--- config.mk ---
export PLATFORM = sky130hd
export DESIGN_NAME = mod_vga_timing
export DESIGN_NICKNAME = d
export VERILOG_FILES = /design/src/rtl/vga_timing_pkg.sv /design/src/rtl/mod_vga_axis_counter.sv /design/src/rtl/mod_vga_timing.sv
export SDC_FILE = /design/constraint.sdc
export NUM_CORES = 1
export LEC_CHECK = 0
export CORE_UTILIZATION = 50
export DETAILED_ROUTE_END_ITERATION = 8
export PLACE_DENSITY_LB_ADDON = 0.2
export SLEW_MARGIN = 25
export SYNTH_ARGS = -nofsm -noshare
export SYNTH_HDL_FRONTEND = slang
export SYNTH_SLANG_ARGS = --single-unit
--- constraint.sdc ---
create_clock -name clk -period 1.95 [get_ports clk]
set_input_delay 0.195 -clock clk [delete_from_list [all_inputs] [get_ports clk]]
set_output_delay 0.195 -clock clk [all_outputs]
set_load 0.01 [all_outputs]
--- src/rtl/vga_timing_pkg.sv ---
// ---------------------------------------------------------------------------
// vga_timing_pkg
//   Shared constants and types for the VGA raster generator.
//   - 640x480@60 default timing (pixels / lines)
//   - axis_total(): sums the four segment lengths of one axis
//   - phase_e: the four raster phases of one axis
//   Counter width is 10 bits, so each axis total must be <= 1024.
// ---------------------------------------------------------------------------
package vga_timing_pkg;

    localparam int DEF_CLK_DIV   = 2;

    localparam int DEF_H_VISIBLE = 640;
    localparam int DEF_H_FRONT   = 16;
    localparam int DEF_H_SYNC    = 96;
    localparam int DEF_H_BACK    = 48;

    localparam int DEF_V_VISIBLE = 480;
    localparam int DEF_V_FRONT   = 10;
    localparam int DEF_V_SYNC    = 2;
    localparam int DEF_V_BACK    = 33;

    localparam int CNT_W     = 10;          // pix_x / pix_y width
    localparam int LEN_W     = CNT_W + 1;   // holds a total of up to 1024
    localparam int MAX_TOTAL = 1 << CNT_W;

    // Gray-coded so every legal transition flips one bit; the sync and
    // active decodes of these flops therefore cannot glitch.
    typedef enum logic [1:0] {
        PH_ACTIVE = 2'b00,
        PH_FRONT  = 2'b01,
        PH_SYNC   = 2'b11,
        PH_BACK   = 2'b10
    } phase_e;

    function automatic int axis_total(input int vis, input int front,
                                      input int sync, input int back);
        return vis + front + sync + back;
    endfunction

    localparam int DEF_H_TOTAL = axis_total(DEF_H_VISIBLE, DEF_H_FRONT, DEF_H_SYNC, DEF_H_BACK);
    localparam int DEF_V_TOTAL = axis_total(DEF_V_VISIBLE, DEF_V_FRONT, DEF_V_SYNC, DEF_V_BACK);

endpackage

--- src/rtl/mod_vga_axis_counter.sv ---
// ---------------------------------------------------------------------------
// mod_vga_axis_counter
//   One raster axis: a position counter plus the phase FSM that tracks
//   ACTIVE -> FRONT -> SYNC -> BACK. Used once for columns, once for lines.
//   Ports:
//     clk_i, rst_i      clock, asynchronous active-high reset
//     adv_i             advance the position by one this clock
//     vis_len_i ..      lengths of the visible, front porch, sync and
//     back_len_i        back porch segments (each >= 1)
//     count_o           current position, 0..total-1
//     phase_o           current phase (FSM state, also useful for debug)
//     wrap_o            high on the advancing clock that returns count to 0
// ---------------------------------------------------------------------------
module mod_vga_axis_counter
    import vga_timing_pkg::*;
(
    input  logic             clk_i,
    input  logic             rst_i,
    input  logic             adv_i,
    input  logic [LEN_W-1:0] vis_len_i,
    input  logic [LEN_W-1:0] front_len_i,
    input  logic [LEN_W-1:0] sync_len_i,
    input  logic [LEN_W-1:0] back_len_i,
    output logic [CNT_W-1:0] count_o,
    output phase_e           phase_o,
    output logic             wrap_o
);

    logic [LEN_W-1:0] sync_start;
    logic [LEN_W-1:0] back_start;
    logic [LEN_W-1:0] last_idx;
    logic [LEN_W-1:0] count_ext;
    logic [LEN_W-1:0] count_inc;
    logic             at_last;

    logic [CNT_W-1:0] count_q, count_d;
    phase_e           phase_q, phase_d;

    assign sync_start = vis_len_i + front_len_i;
    assign back_start = sync_start + sync_len_i;
    assign last_idx   = back_start + back_len_i - LEN_W'(1);

    assign count_ext  = {1'b0, count_q};
    assign count_inc  = count_ext + LEN_W'(1);
    assign at_last    = (count_ext == last_idx);
    assign wrap_o     = adv_i & at_last;

    // Phase changes are decided on the value the counter is about to take,
    // so the phase flop and the counter flop move on the same edge.
    always_comb begin
        count_d = count_q;
        phase_d = phase_q;
        if (adv_i) begin
            if (at_last) begin
                count_d = '0;
                phase_d = PH_ACTIVE;
            end else begin
                count_d = count_inc[CNT_W-1:0];
                case (phase_q)
                    PH_ACTIVE: if (count_inc == vis_len_i)  phase_d = PH_FRONT;
                    PH_FRONT:  if (count_inc == sync_start) phase_d = PH_SYNC;
                    PH_SYNC:   if (count_inc == back_start) phase_d = PH_BACK;
                    default:   phase_d = phase_q;  // BACK leaves only on wrap
                endcase
            end
        end
    end

    always_ff @(posedge clk_i or posedge rst_i) begin
        if (rst_i) begin
            count_q <= '0;
            phase_q <= PH_ACTIVE;
        end else begin
            count_q <= count_d;
            phase_q <= phase_d;
        end
    end

    assign count_o = count_q;
    assign phase_o = phase_q;

endmodule

--- src/rtl/mod_vga_timing.sv ---
// ---------------------------------------------------------------------------
// mod_vga_timing
//   640x480@60 VGA raster generator (timing is parameterised).
//   Ports:
//     clk          system clock
//     reset        asynchronous active-high reset
//     pix_tick     one-clk pulse per pixel period (every CLK_DIV clks)
//     pix_x/pix_y  current column / line
//     active       visible region
//     hsync/vsync  sync pulses, asserted low when SYNC_ACTIVE_LOW != 0
//     frame_start  pulse on the pix_tick that wraps the raster to (0,0)
//   Build option VGA_PIPE_ALIGN_EN: when defined, active/hsync/vsync are
//   delayed by one pixel to line up with one-pixel-latency overlays;
//   pix_x/pix_y are never delayed.
// ---------------------------------------------------------------------------
module mod_vga_timing
    import vga_timing_pkg::*;
#(
    parameter int CLK_DIV         = DEF_CLK_DIV,
    parameter int H_VISIBLE       = DEF_H_VISIBLE,
    parameter int H_FRONT         = DEF_H_FRONT,
    parameter int H_SYNC          = DEF_H_SYNC,
    parameter int H_BACK          = DEF_H_BACK,
    parameter int V_VISIBLE       = DEF_V_VISIBLE,
    parameter int V_FRONT         = DEF_V_FRONT,
    parameter int V_SYNC          = DEF_V_SYNC,
    parameter int V_BACK          = DEF_V_BACK,
    parameter int SYNC_ACTIVE_LOW = 1
) (
    input  logic             clk,
    input  logic             reset,
    output logic             pix_tick,
    output logic [CNT_W-1:0] pix_x,
    output logic [CNT_W-1:0] pix_y,
    output logic             active,
    output logic             hsync,
    output logic             vsync,
    output logic             frame_start
);

    localparam int H_TOTAL = axis_total(H_VISIBLE, H_FRONT, H_SYNC, H_BACK);
    localparam int V_TOTAL = axis_total(V_VISIBLE, V_FRONT, V_SYNC, V_BACK);
    localparam int DIV_W   = 3;
    localparam logic [DIV_W-1:0] DIV_LAST = DIV_W'(CLK_DIV - 1);
    localparam logic SYNC_ON = (SYNC_ACTIVE_LOW != 0) ? 1'b0 : 1'b1;

    if (H_TOTAL > MAX_TOTAL || V_TOTAL > MAX_TOTAL) begin : g_total_check
        $error("mod_vga_timing: H_TOTAL and V_TOTAL must be <= 1024");
    end
    if (CLK_DIV < 1 || CLK_DIV > 8) begin : g_div_check
        $error("mod_vga_timing: CLK_DIV must be in 1..8");
    end

    // ---------------- pixel-rate divider ----------------
    logic [DIV_W-1:0] div_q, div_d;
    logic             tick_q, tick_d;
    // Stays low until the first pixel edge so nothing looks "visible"
    // between reset release and the first counter advance.
    logic             vid_en_q, vid_en_d;

    always_comb begin
        div_d    = div_q + DIV_W'(1);
        tick_d   = 1'b0;
        if (div_q == DIV_LAST) begin
            div_d  = '0;
            tick_d = 1'b1;
        end
        vid_en_d = vid_en_q | tick_q;
    end

    always_ff @(posedge clk or posedge reset) begin
        if (reset) begin
            div_q    <= '0;
            tick_q   <= 1'b0;
            vid_en_q <= 1'b0;
        end else begin
            div_q    <= div_d;
            tick_q   <= tick_d;
            vid_en_q <= vid_en_d;
        end
    end

    // ---------------- axis counters ----------------
    phase_e h_phase, v_phase;
    logic   h_wrap, v_wrap;

    mod_vga_axis_counter u_h_axis (
        .clk_i       (clk),
        .rst_i       (reset),
        .adv_i       (tick_q),
        .vis_len_i   (LEN_W'(H_VISIBLE)),
        .front_len_i (LEN_W'(H_FRONT)),
        .sync_len_i  (LEN_W'(H_SYNC)),
        .back_len_i  (LEN_W'(H_BACK)),
        .count_o     (pix_x),
        .phase_o     (h_phase),
        .wrap_o      (h_wrap)
    );

    mod_vga_axis_counter u_v_axis (
        .clk_i       (clk),
        .rst_i       (reset),
        .adv_i       (h_wrap),
        .vis_len_i   (LEN_W'(V_VISIBLE)),
        .front_len_i (LEN_W'(V_FRONT)),
        .sync_len_i  (LEN_W'(V_SYNC)),
        .back_len_i  (LEN_W'(V_BACK)),
        .count_o     (pix_y),
        .phase_o     (v_phase),
        .wrap_o      (v_wrap)
    );

    // ---------------- strobes ----------------
    // Decoded straight from the phase flops, so they switch on the same
    // edge as pix_x/pix_y; the Gray phase code keeps them glitch-free.
    logic active_raw, hsync_raw, vsync_raw;

    assign active_raw = vid_en_q & (h_phase == PH_ACTIVE) & (v_phase == PH_ACTIVE);
    assign hsync_raw  = (h_phase == PH_SYNC) ? SYNC_ON : ~SYNC_ON;
    assign vsync_raw  = (v_phase == PH_SYNC) ? SYNC_ON : ~SYNC_ON;

`ifdef VGA_PIPE_ALIGN_EN
    logic active_dly_q, active_dly_d;
    logic hsync_dly_q,  hsync_dly_d;
    logic vsync_dly_q,  vsync_dly_d;

    always_comb begin
        active_dly_d = active_dly_q;
        hsync_dly_d  = hsync_dly_q;
        vsync_dly_d  = vsync_dly_q;
        if (tick_q) begin
            active_dly_d = active_raw;
            hsync_dly_d  = hsync_raw;
            vsync_dly_d  = vsync_raw;
        end
    end

    always_ff @(posedge clk or posedge reset) begin
        if (reset) begin
            active_dly_q <= 1'b0;
            hsync_dly_q  <= ~SYNC_ON;
            vsync_dly_q  <= ~SYNC_ON;
        end else begin
            active_dly_q <= active_dly_d;
            hsync_dly_q  <= hsync_dly_d;
            vsync_dly_q  <= vsync_dly_d;
        end
    end

    assign active = active_dly_q;
    assign hsync  = hsync_dly_q;
    assign vsync  = vsync_dly_q;
`else
    assign active = active_raw;
    assign hsync  = hsync_raw;
    assign vsync  = vsync_raw;
`endif

    assign pix_tick    = tick_q;
    // v_wrap already implies h_wrap and tick_q.
    assign frame_start = tick_q & v_wrap;

endmodule

==> summary.md <==
| Metric | Value |
|---|---|
| Finished Layout Cells | `325` |
| Worst Setup Path Type | `reg -> reg` |
| Ys flop type | `dfrtp_1` |
| Worst Hold Class | `in -> async` |
| DIE AREA | `4263 um^2` |
| Initial antenna violation count | `0` |
| DP Wirelength | `3418 um` |
| Antenna viol nets, final | `0` |
| Hold Buf Count CTS | `0` |
| Mapped Cells | `215` |
| First-pass GRT wire length | `7997 um` |
| Sink Count | `29` |
| Yosys warns | `0` |
| Dpl cells | `314` |
| GRT overflow | `0` |
| Final worst slack | `-0.01338 ns` |
| Slew HR | `0.7561` |
| Synth area leader | `dfrtp_1` |
| Failing checks | `setup timing` |
| Residual DRC | `0` |
| Skew final | `0.004478 ns` |
| Mapped Area | `2003 um^2` |
| Final Hold Viols | `0` |
| Int Pwr | `0.9232 mW` |
| Drt first pass iters | `4` |
| Routed wire length | `4826 um` |
| P per Cell Area | `420.5 nW/um^2` |
| Number of cell rows | `22` |
| Final hold slack | `0.2767 ns` |
| Clock transition at path regs | `0.06 ns` |
| Largest family of logic cells by synthesized area | `simple AND/OR/NAND/NOR gates` |
| Drt wl/cell | `14.85 um` |
| H-tree lvl count | `2` |
| GRT Total Usage | `0.2473` |
| Root Buffer | `clkbuf_8` |
| CTS tree | `done` |
| Reg2reg start | `u_v_axis.count_o[1]` |
| WP data arrival | `2.14 ns` |
| Reg power frac | `0.516` |
| Critical Path Fanout Max | `6` |
| Largest net degree at the start of global routing | `30` |
| Fraction of registers with async set/reset | `1.000` |
| EDFF count, synth | `0` |
| Vias per inst | `5.658` |
| Top cells by area, synth | `dfrtp_1, ha_1, xnor2_1` |
| Core Region | `3744 um^2` |
| RePlAce Congestion | `0.8169` |
| Vias in the first global route | `1765` |
| Share of layout cells above drive strength 1 | `0.2996` |
| Post-Syn Nets | `231` |
| Critical path required time | `2.12 ns` |
| Most frequent cell after synthesis | `dfrtp_1` |
| Port bufs | `26` |
| Max_cap viols | `0` |
| Final setup fails | `1` |
| Comb pwr share | `0.013` |
| Syn avg cell area | `9.317 um^2` |
| Netlist cell types | `54` |
| Worst Setup SP | `u_v_axis.count_o[1]` |
| Pwr Total | `1.166 mW` |
| Synth cell count leaders | `dfrtp_1, nand2_1, o21ai_0, inv_1` |
| IO Pins | `27` |
| Synth Area in Adders | `0.08745` |
| RSZ-0062 raised after global routing | `true` |
| Fin. max-slew vios | `0` |
| Status | `complete, but fails checks` |
| DR iter-0 viols | `78` |
| Synth Area in Compound Gates | `0.1618` |
| Critical path endpoint category | `register` |
| Post-route setup TNS | `-0.01338 ns` |
| Clock power frac | `0.471` |
| P_sw | `0.2426 mW` |
| Total number of vias | `1839` |
| Post-Synth XOR/XNOR Area | `0.06121` |
| Post-synthesis sequential area ratio | `0.3623` |
| Area growth syn-to-layout | `38.41%` |
| Post-Synth Simple-Gate Area | `0.2417` |
| Yosys top cell area share | `0.3623` |
| CTS Buf Count | `5` |
| CTS Buffer Depth | `2` |
| Worst Setup Start Kind | `register` |
| Actual slew at the worst max-slew pin | `0.3601 ns` |
| Switching share of power | `0.2081` |
| #FFs+latches synth | `29` |
| Peak VDD IR | `0.0004662 V` |
| Antenna diodes | `0` |
| Die Y | `65.30 um` |
| Post-synthesis mux area share | `0.03498` |
| Leak Pwr | `1.176 nW` |
| Final min period | `1.963 ns` |
| Final Cycle Share | `1.007` |
| Pre-CTS setup slack | `-0.03915 ns` |
| Max Freq | `509.3 MHz` |
| Final Net Count | `292` |
| Initial core utilization | `0.5351` |
| Die Wd | `65.30 um` |
| Flop2flop setup slack | `-0.01 ns` |
| Worst-skew pair later-pin latency | `0.28 ns` |
[sequential cells by signal, summed over array words and instances, names as in the netlist]
register / cells
div_q: 3
pix_tick: 1
u_h_axis.count_o: 10
u_h_axis.phase_o: 2
u_v_axis.count_o: 10
u_v_axis.phase_o: 2
vid_en_q: 1
[metal layers]
layer	track usage	wire [um]
met1	0.3234	2241
met2	0.3943	2305
met3	0.06771	203
met4	0.07880	76
met5	0	0
[timing repair]
| item | in CTS | in global routing |
|---|---|---|
| pin swaps | 4 | 8 |
| gates resized for setup | 12 | 16 |
| endpoints found under the setup margin | 4 | 9 |
| buffers inserted | 2 | 1 |
[stage by stage]
stage	utilization	cell area, um^2
2_1_floorplan	-	2028
3_3_place_gp	0.6835	2559
3_5_place_dp	0.6835	2559
4_1_cts	0.7226	2705
5_1_grt	0.7406	2773
6_report	0.7406	2773
[cells by family after synthesis]
kind of cell | Yosys count
AO/OA/AOI/OAI | 46
AND/OR/NAND/NOR | 82
buffers and inverters | 24
flip-flops | 29
adder cells (fa/ha/maj) | 14
XOR/XNOR | 14
multiplexers | 6
[final cells by class]
cell class                      instances  area [um^2]
Clock buffer                            7        96.34
Clock inverter                          1        5.005
Fill cell                             285        970.9
Inverter                               15        56.30
Multi-Input combinational cell        162         1272
Sequential cell                        29        732.0
Tap cell                               48        60.06
Timing Repair Buffer                   63        550.5
[power by group through the flow]
stage	combinational [mW]	clock, mW	sequential, mW
global route	0.0178	0.586	0.601
global placement	0.0157	0	0.613
floorplan	0.00890	0	0.613
CTS	0.0158	0.556	0.602
finish	0.0148	0.549	0.602
detailed placement	0.0159	0	0.613
[worst paths after layout]
kind                            cells past startpoint             endpoint
max in group asynchronous                           3  u_h_axis.count_o[1]
worst min-delay path                                3  u_v_axis.count_o[6]
worst min register to register                      1             pix_tick
min in group clk                                    1             pix_tick
worst max register to register                      6  u_v_axis.phase_o[0]
worst max-delay path                                6  u_v_axis.phase_o[0]
[placed cells by master (no fill, tap or decap), types with 2 or more instances in the layout]
cell             Yosys  routed
a211oi_1             3       2
nor3_1               3       3
mux2_2               4       4
a21oi_1              5       4
nand2_1             18      18
a31oi_1              4       3
nand4_1              4       4
xor2_1               3       3
a21o_1               3       3
o31ai_1              3       3
nand3_1             11      11
nor2_1              14      14
clkbuf_8             0       7
dfrtp_1             29      24
ha_2                 0       3
or2_2                2       2
nor3b_1              3       2
buf_4                1      33
clkdlybuf4s50_1      0      24
dfrtp_2              0       5
o21ai_0             16      16
and3_1               5       5
and2b_1              2       2
nand3_2              2       2
ha_1                14       8
nand4b_1             2       2
nor3b_2              1       2
inv_1               15      15
ha_4                 0       3
xnor2_1             11      10
buf_6                0       4
[worst max-delay path: stages, from the launching register on]
cell	delay, ns
dfrtp_2	0.45
ha_4	0.20
or4b_4	0.47
o211a_1	0.16
a2111oi_4	0.26
a211oi_2	0.11
a31o_1	0.20
Power figures use the tool's default switching activity.
